[config.mk]
export PLATFORM = sky130hd
export DESIGN_NAME = conv_tile_engine
export DESIGN_NICKNAME = d
export VERILOG_FILES = /design/src/rtl/conv_tile_engine.sv
export SDC_FILE = /design/constraint.sdc
export NUM_CORES = 1
export LEC_CHECK = 0
export BUFFER_PORTS_ARGS = -buffer_cell sky130_fd_sc_hd__buf_2
export CORE_MARGIN = 2
export CORE_UTILIZATION = 55
export CTS_CLUSTER_DIAMETER = 80
export DETAILED_ROUTE_END_ITERATION = 8
export GPL_TIMING_DRIVEN = 0
export HOLD_SLACK_MARGIN = 0.02
export PLACE_DENSITY = 0.88
export SETUP_SLACK_MARGIN = 0.1
export SYNTH_ARGS = -nofsm -noshare
export SYNTH_HDL_FRONTEND = slang
export SYNTH_SLANG_ARGS = --single-unit
[constraint.sdc]
create_clock -name clk -period 7.01 [get_ports clk]
set_input_delay 1.402 -clock clk [delete_from_list [all_inputs] [get_ports clk]]
set_output_delay 1.402 -clock clk [all_outputs]
set_load 0.05 [all_outputs]
[src/rtl/conv_tile_engine.sv]
// Valid-mode (stride 1) convolution of one IN_DIM x IN_DIM tile with a K x K filter,
// computed by a single time-multiplexed MAC and streamed out row-major with saturation.
module conv_tile_engine #(
  parameter int DW     = 2,
  parameter int FW     = 2,
  parameter int K      = 3,
  parameter int IN_DIM = 5,
  parameter int OW     = 2,
  localparam int OUT_DIM = IN_DIM - K + 1,
  localparam int ACCW    = DW + FW + $clog2(K * K),
  localparam int IDXW    = (OUT_DIM > 1) ? $clog2(OUT_DIM) : 1
) (
  input  logic                       clk,
  input  logic                       rst_n,
  input  logic                       in_valid,
  output logic                       in_ready,
  input  logic [IN_DIM*IN_DIM*DW-1:0] in_tile,
  input  logic [K*K*FW-1:0]          in_filter,
  output logic                       out_valid,
  input  logic                       out_ready,
  output logic [OW-1:0]              out_data,
  output logic [IDXW-1:0]            out_row,
  output logic [IDXW-1:0]            out_col,
  output logic                       out_sat,
  output logic                       out_last,
  output logic                       busy
);

  localparam int TW        = (K > 1) ? $clog2(K) : 1;
  localparam int TILE_SELW = ($clog2(IN_DIM * IN_DIM * DW) > 0) ? $clog2(IN_DIM * IN_DIM * DW) : 1;
  localparam int FILT_SELW = ($clog2(K * K * FW) > 0) ? $clog2(K * K * FW) : 1;

  typedef enum logic [1:0] {IDLE, MAC, EMIT} state_t;

  state_t                      state, state_next;
  logic [IN_DIM*IN_DIM*DW-1:0] tile_q;
  logic [K*K*FW-1:0]           filter_q;
  logic [ACCW-1:0]             acc, acc_sum;
  logic [TW-1:0]               i, j;
  logic [IDXW-1:0]             r, c;
  logic [TILE_SELW-1:0]        pix_base;
  logic [FILT_SELW-1:0]        wgt_base;
  logic [DW-1:0]               pix;
  logic [FW-1:0]               wgt;
  logic [ACCW+OW-1:0]          acc_ext;
  logic                        sat;
  logic [OW-1:0]               sat_data;
  logic                        taps_done, pos_last, col_wrap;

  always_comb begin
    pix_base = TILE_SELW'(((int'(r) + int'(i)) * IN_DIM + int'(c) + int'(j)) * DW);
    wgt_base = FILT_SELW'((int'(i) * K + int'(j)) * FW);
    pix      = tile_q[pix_base +: DW];
    wgt      = filter_q[wgt_base +: FW];
    acc_sum  = acc + ACCW'(pix) * ACCW'(wgt);
    // Widen before comparing so OW larger than ACCW never saturates.
    acc_ext  = {{OW{1'b0}}, acc_sum};
    sat      = acc_ext > {{ACCW{1'b0}}, {OW{1'b1}}};
    sat_data = sat ? {OW{1'b1}} : acc_ext[OW-1:0];
    taps_done = (i == TW'(K - 1)) && (j == TW'(K - 1));
    col_wrap  = (c == IDXW'(OUT_DIM - 1));
    pos_last  = (r == IDXW'(OUT_DIM - 1)) && col_wrap;
  end

  always_ff @(posedge clk or negedge rst_n) begin
    if (!rst_n) state <= IDLE;
    else        state <= state_next;
  end

  always_comb begin
    state_next = state;
    in_ready   = 1'b0;
    out_valid  = 1'b0;
    busy       = 1'b1;
    case (state)
      IDLE: begin
        in_ready = 1'b1;
        busy     = 1'b0;
        if (in_valid) state_next = MAC;
      end
      MAC: begin
        if (taps_done) state_next = EMIT;
      end
      EMIT: begin
        out_valid = 1'b1;
        if (out_ready) state_next = out_last ? IDLE : MAC;
      end
      default: state_next = IDLE;
    endcase
  end

  // The final MAC cycle registers the result including its own product.
  always_ff @(posedge clk or negedge rst_n) begin
    if (!rst_n) begin
      tile_q   <= '0;
      filter_q <= '0;
      acc      <= '0;
      i        <= '0;
      j        <= '0;
      r        <= '0;
      c        <= '0;
      out_data <= '0;
      out_row  <= '0;
      out_col  <= '0;
      out_sat  <= 1'b0;
      out_last <= 1'b0;
    end else begin
      case (state)
        IDLE: begin
          if (in_valid) begin
            tile_q   <= in_tile;
            filter_q <= in_filter;
            acc      <= '0;
            i        <= '0;
            j        <= '0;
            r        <= '0;
            c        <= '0;
          end
        end
        MAC: begin
          acc <= acc_sum;
          if (j == TW'(K - 1)) begin
            j <= '0;
            i <= (i == TW'(K - 1)) ? '0 : i + TW'(1);
          end else begin
            j <= j + TW'(1);
          end
          if (taps_done) begin
            out_data <= sat_data;
            out_sat  <= sat;
            out_row  <= r;
            out_col  <= c;
            out_last <= pos_last;
          end
        end
        EMIT: begin
          if (out_ready && !out_last) begin
            if (col_wrap) begin
              c <= '0;
              r <= r + IDXW'(1);
            end else begin
              c <= c + IDXW'(1);
            end
            acc <= '0;
            i   <= '0;
            j   <= '0;
          end
        end
        default: ;
      endcase
    end
  end

endmodule

==> results by stage <==
Pwr:
- Of the total power, the share spent switching nets is 39.70%.
- The peak ir drop on the vdd network is 0.0003078 V.
- For this design the static power due to leakage is 2.625 nW.
- The proportion of power drawn by the clock network is 10.6%.
- Per report_power, the combinational group accounts for 60.3% of the total.
- The internal power of the cells totals 0.001912 W.
- The power per cell area is 566.9 nW/um2.
- Of the total power, registers draw 29.1%.
- In this run the power spent charging and discharging nets is 0.001259 W.

Setup path:
- The critical-path maximum fanout is 10.
- The worst reg-to-reg path cell count is 19.
- For the worst setup path, the data required time is 7.23 ns.
- STA puts the critical path data arrival time at 6.63 ns.
- The classification of the worst setup path is reg -> reg.
- The maximum single-stage delay on the critical path is 0.62 ns.
- The start point of the critical path is i[0].
- The cell repeated most along the worst path is fa_1.
- The critical path capture point type is a register.
- STA classifies the critical path startpoint as a register.
- The startpoint identified for the worst register-to-register timing path is i[0].
- The signal on the critical path passes through ha_1 > inv_1 > fa_1 > fa_1 > fa_1 > buf_1 > mux4_2 > mux2i_1 > nor2_1 > o2111ai_1 > fa_1 > inv_1 > ha_1 > fa_1 > a21oi_1 > and4b_1 > xor2_1 > nor4_1 > o21ai_0.
- For this design, the slowest cell found on the critical path is fa_1.

Final layout:
- tile_q holds more flip-flops than any other register.
- The number of fill cells in the layout is 633.
- In the final layout, the registers with the most flip-flops are tile_q (50), filter_q (18), acc (8).
- In the final design database the tool counted 554 nets.
- The filler-free cell count of the finished design is 570.
- The register with the most flip-flops in the layout has 50 of them.
- The post-route netlist has 42.42% of its cells at a drive strength greater than 1.
- The repair_antennas step left the layout with diodes totalling 0.
- The relative area change from synthesis to final layout is 15.62%.

STA:
- The relative max-transition margin is 58.33%.
- For the pin with the worst max-slew slack, the measured transition is 0.6194 ns.
- Setup total negative slack on the finished layout was measured at 0 ns.
- Across the routed clock network, the largest skew measured is 0.007375 ns.
- The final max-slew violation count is 0.
- Setup repair after global routing left no endpoint under its margin.
- For the finished layout, the period the worst path requires is 6.410 ns.
- The final critical-path share of the clock period is 91.44%.
- The highest clock rate is 0.1560 GHz.
- The setup violation total in the final timing report is 0.
- The final hold violation count came to 0.

Place:
- The wire-length estimate of the detail-placed layout is 7264 um.
- In this run the tool buffered the top-level ports with 82 buffer cells.
- The congestion estimate from routability-driven global placement came to 0.8099.
- Once placement completed, the tool counted placed cells totaling 554.

Logic synthesis:
- The area of the mapped netlist is 4837 um2.
- Yosys printed 0 warnings.
- The number of different library cells used by synthesis comes to 44.
- In this run the mean area of a mapped cell was 13.33 um2.
- The net count after synthesis is 460.
- In this run, synthesis produced a sequential element count of 94.
- The number of instances in the synthesized netlist is 363.
- The number of flops mapped to enable cells by yosys is 0.
- The share of the Yosys chip area taken by registers is 48.63%.
- The flip-flop cell with the highest count after synthesis is dfrtp_1.
- The async set or reset register ratio after synthesis is 100.0%.

Global route:
- Global routing consumed, over all layers together, 21.62% of the routing resources.
- The first global-routing pass estimated 16420 um of wire.
- The initial antenna violation count is 0.
- The via count of the first global-routing pass is 3411.
- The total global routing overflow is 0.
- Entering global routing, the biggest net connects 70 pins.

Clock tree:
- TritonCTS built the clock tree.
- The H-tree generated during clock tree synthesis spans 3 levels.
- After clock tree synthesis, the clock-pin slew on the worst setup and hold paths is 0.09 ns.
- TritonCTS created 9 clock buffers.
- Clock tree synthesis selected as its root buffer the cell clkbuf_8.
- The later pin in the worst-skew pair is clocked with a latency of 0.36 ns.
- Once the clock tree was built, the resizer swapped 0 gates to a different size.
- No sink is reached through more buffers than the 2 on the longest clock path.
- CTS saw 94 sinks.
- In this run the post-CTS setup repair buffer count came out at 0.
- The number of hold buffers added after CTS was 0.

Die:
- The floorplan die area is 9561 um2.
- The width of the die is 97.78 um.
- The placeable core area is 8636 um2.
- For this design the top-level I/O count stands at 83.
- The height of the die is 97.78 um.
- The effective utilization at floorplan is 56.01%.
- The row count is 34.

Hold path:
- The startpoint identified for the worst hold timing path is out_row[1].
- Counting instances, the worst hold path has a depth of 2.
- The class of the worst hold path is reg -> reg.

Routing:
- The average vias per placed instance is 5.602.
- In the final routed layout, each cell accounts on average for 16.98 um.
- The number of search-and-repair iterations in the first detailed-routing pass is 4.
- After detailed routing, the number of remaining DRC violations is 0.
- The remaining antenna violation count after routing is 0.
- Detailed routing inserted a total of 3193 vias.
- The DRC marker count from the first detailed-route iteration is 164.
- The final wirelength is 9681 um.

Job:
- Across the run, the number of max-cap violations was 0.

Status:
- The flow ran to the end, and the final reports show no timing, DRC or antenna violations.
[per-layer routing]
| metal | wire length (um) | global-route usage (%) | vias up | share of wire [%] |
|---|---|---|---|---|
| li1 | - | - | 1494 | - |
| met1 | 4210 | 28.54 | 1586 | 43 |
| met2 | 4790 | 35.70 | 102 | 49 |
| met3 | 580 | 6.013 | 11 | 6.0 |
| met4 | 99 | 5.983 | 0 | 1.0 |
| met5 | 0 | 0 | - | 0 |
[power groups by stage]
stage	Clock [W]	Combinational [W]	Sequential [W]
after floorplan	0	0.00146	0.000914
after global placement	0	0.00181	0.000914
after detailed placement	0	0.00189	0.000935
after CTS	0.000346	0.00191	0.000923
after global routing	0.000372	0.00208	0.000954
final	0.000337	0.00191	0.000924
[cell usage after synthesis, types with 3 or more instances]
library cell	number	area, um2
ha_1	17	212.7
nand3_1	6	30.03
xnor2_1	6	52.55
clkbuf_1	6	22.52
nand2b_1	3	18.77
xor2_1	4	35.03
nand2_1	20	75.07
fa_1	8	160.2
dfrtp_1	94	2352
mux2i_1	6	60.06
a22o_1	6	52.55
nor2b_1	4	25.02
mux2_2	73	822.0
inv_1	20	75.07
mux4_1	4	105.1
a21o_1	3	22.52
nor2_1	13	48.80
a21oi_1	5	25.02
o21ai_0	14	70.07
buf_2	6	30.03
mux4_2	12	270.3
[cell families (layout without fill, tap and decap cells)]
family / Yosys count / after routing / synth area share (%)
mux: 95 / 95 / 26.00
flops: 94 / 94 / 48.63
simple gates: 56 / 56 / 5.510
compound gates: 45 / 45 / 6.518
buf+inv: 37 / 136 / 3.492
fa+ha+maj: 25 / 25 / 7.708
xor+xnor: 11 / 11 / 2.147
[area by class of cell]
type / count / area, um2 / area share [%]
clock buffer: 10 / 127.6 / 2.282
multi-input combinational: 232 / 2316 / 41.41
buffer: 17 / 93.84 / 1.678
tap: 108 / 135.1 / 2.416
clock inverter: 6 / 52.55 / 0.9396
sequential: 94 / 2352 / 42.06
inverter: 20 / 75.07 / 1.342
timing repair buffer: 83 / 440.4 / 7.875
[critical path: cells and delay by family (launching register included)]
kind,cells,cell delay [ns]
multiplexers,2,0.41
AND/OR/NAND/NOR,3,0.97
adder cells (fa/ha/maj),7,3.10
flip-flops,1,0.48
buffers and inverters,3,0.62
AO/OA/AOI/OAI,3,0.52
XOR/XNOR,1,0.17
[layout by cell type (no fill, tap or decap), types with 2 or more instances in the layout]
cell type / instances
a21oi_1: 5
nand3_1: 6
and2_1: 2
a32o_1: 2
inv_1: 20
nor2_1: 13
a22o_1: 6
mux4_2: 12
nor2b_1: 4
o21ai_0: 14
a21o_1: 3
ha_1: 17
and3_1: 2
o2111ai_1: 2
xnor2_1: 6
o21bai_1: 2
clkinvlp_4: 2
nand2b_1: 3
buf_6: 2
inv_6: 2
xor2_1: 4
clkbuf_8: 9
clkbuf_1: 7
o31ai_1: 2
mux4_1: 4
mux2_2: 73
nand2_1: 20
buf_2: 87
fa_1: 8
dfrtp_1: 94
mux2i_1: 6
o2111a_1: 2
buf_4: 3
a31o_2: 2
[per-stage QoR]
stage / setup WS, ns / power [W] / util, % / hold WS [ns] / area (um2)
after detailed placement: 0.7921 / 0.002826 / 62.68 / 0.4700 / 5413
after global placement: 0.8764 / 0.002725 / 62.33 / 0.4621 / 5383
after global routing: 0.2515 / 0.003407 / 64.76 / 0.5230 / 5593
final: 0.6004 / 0.003171 / 64.76 / 0.4849 / 5593
after CTS: 0.6850 / 0.003178 / 64.76 / 0.4914 / 5593
after floorplan: 1.580 / 0.002370 / - / 0.4563 / 4837
[path summary, 6_finish.rpt]
path | to | slack (ns)
max | out_sat | 0.60
min | out_row[1] | 0.48
max reg2reg | out_sat | 0.60
min reg2reg | out_row[1] | 0.48
max in group asynchronous | c[0] | 5.42
min in group asynchronous | filter_q[0] | 0.94
Note: power is estimated with default switching activity, not from simulation.
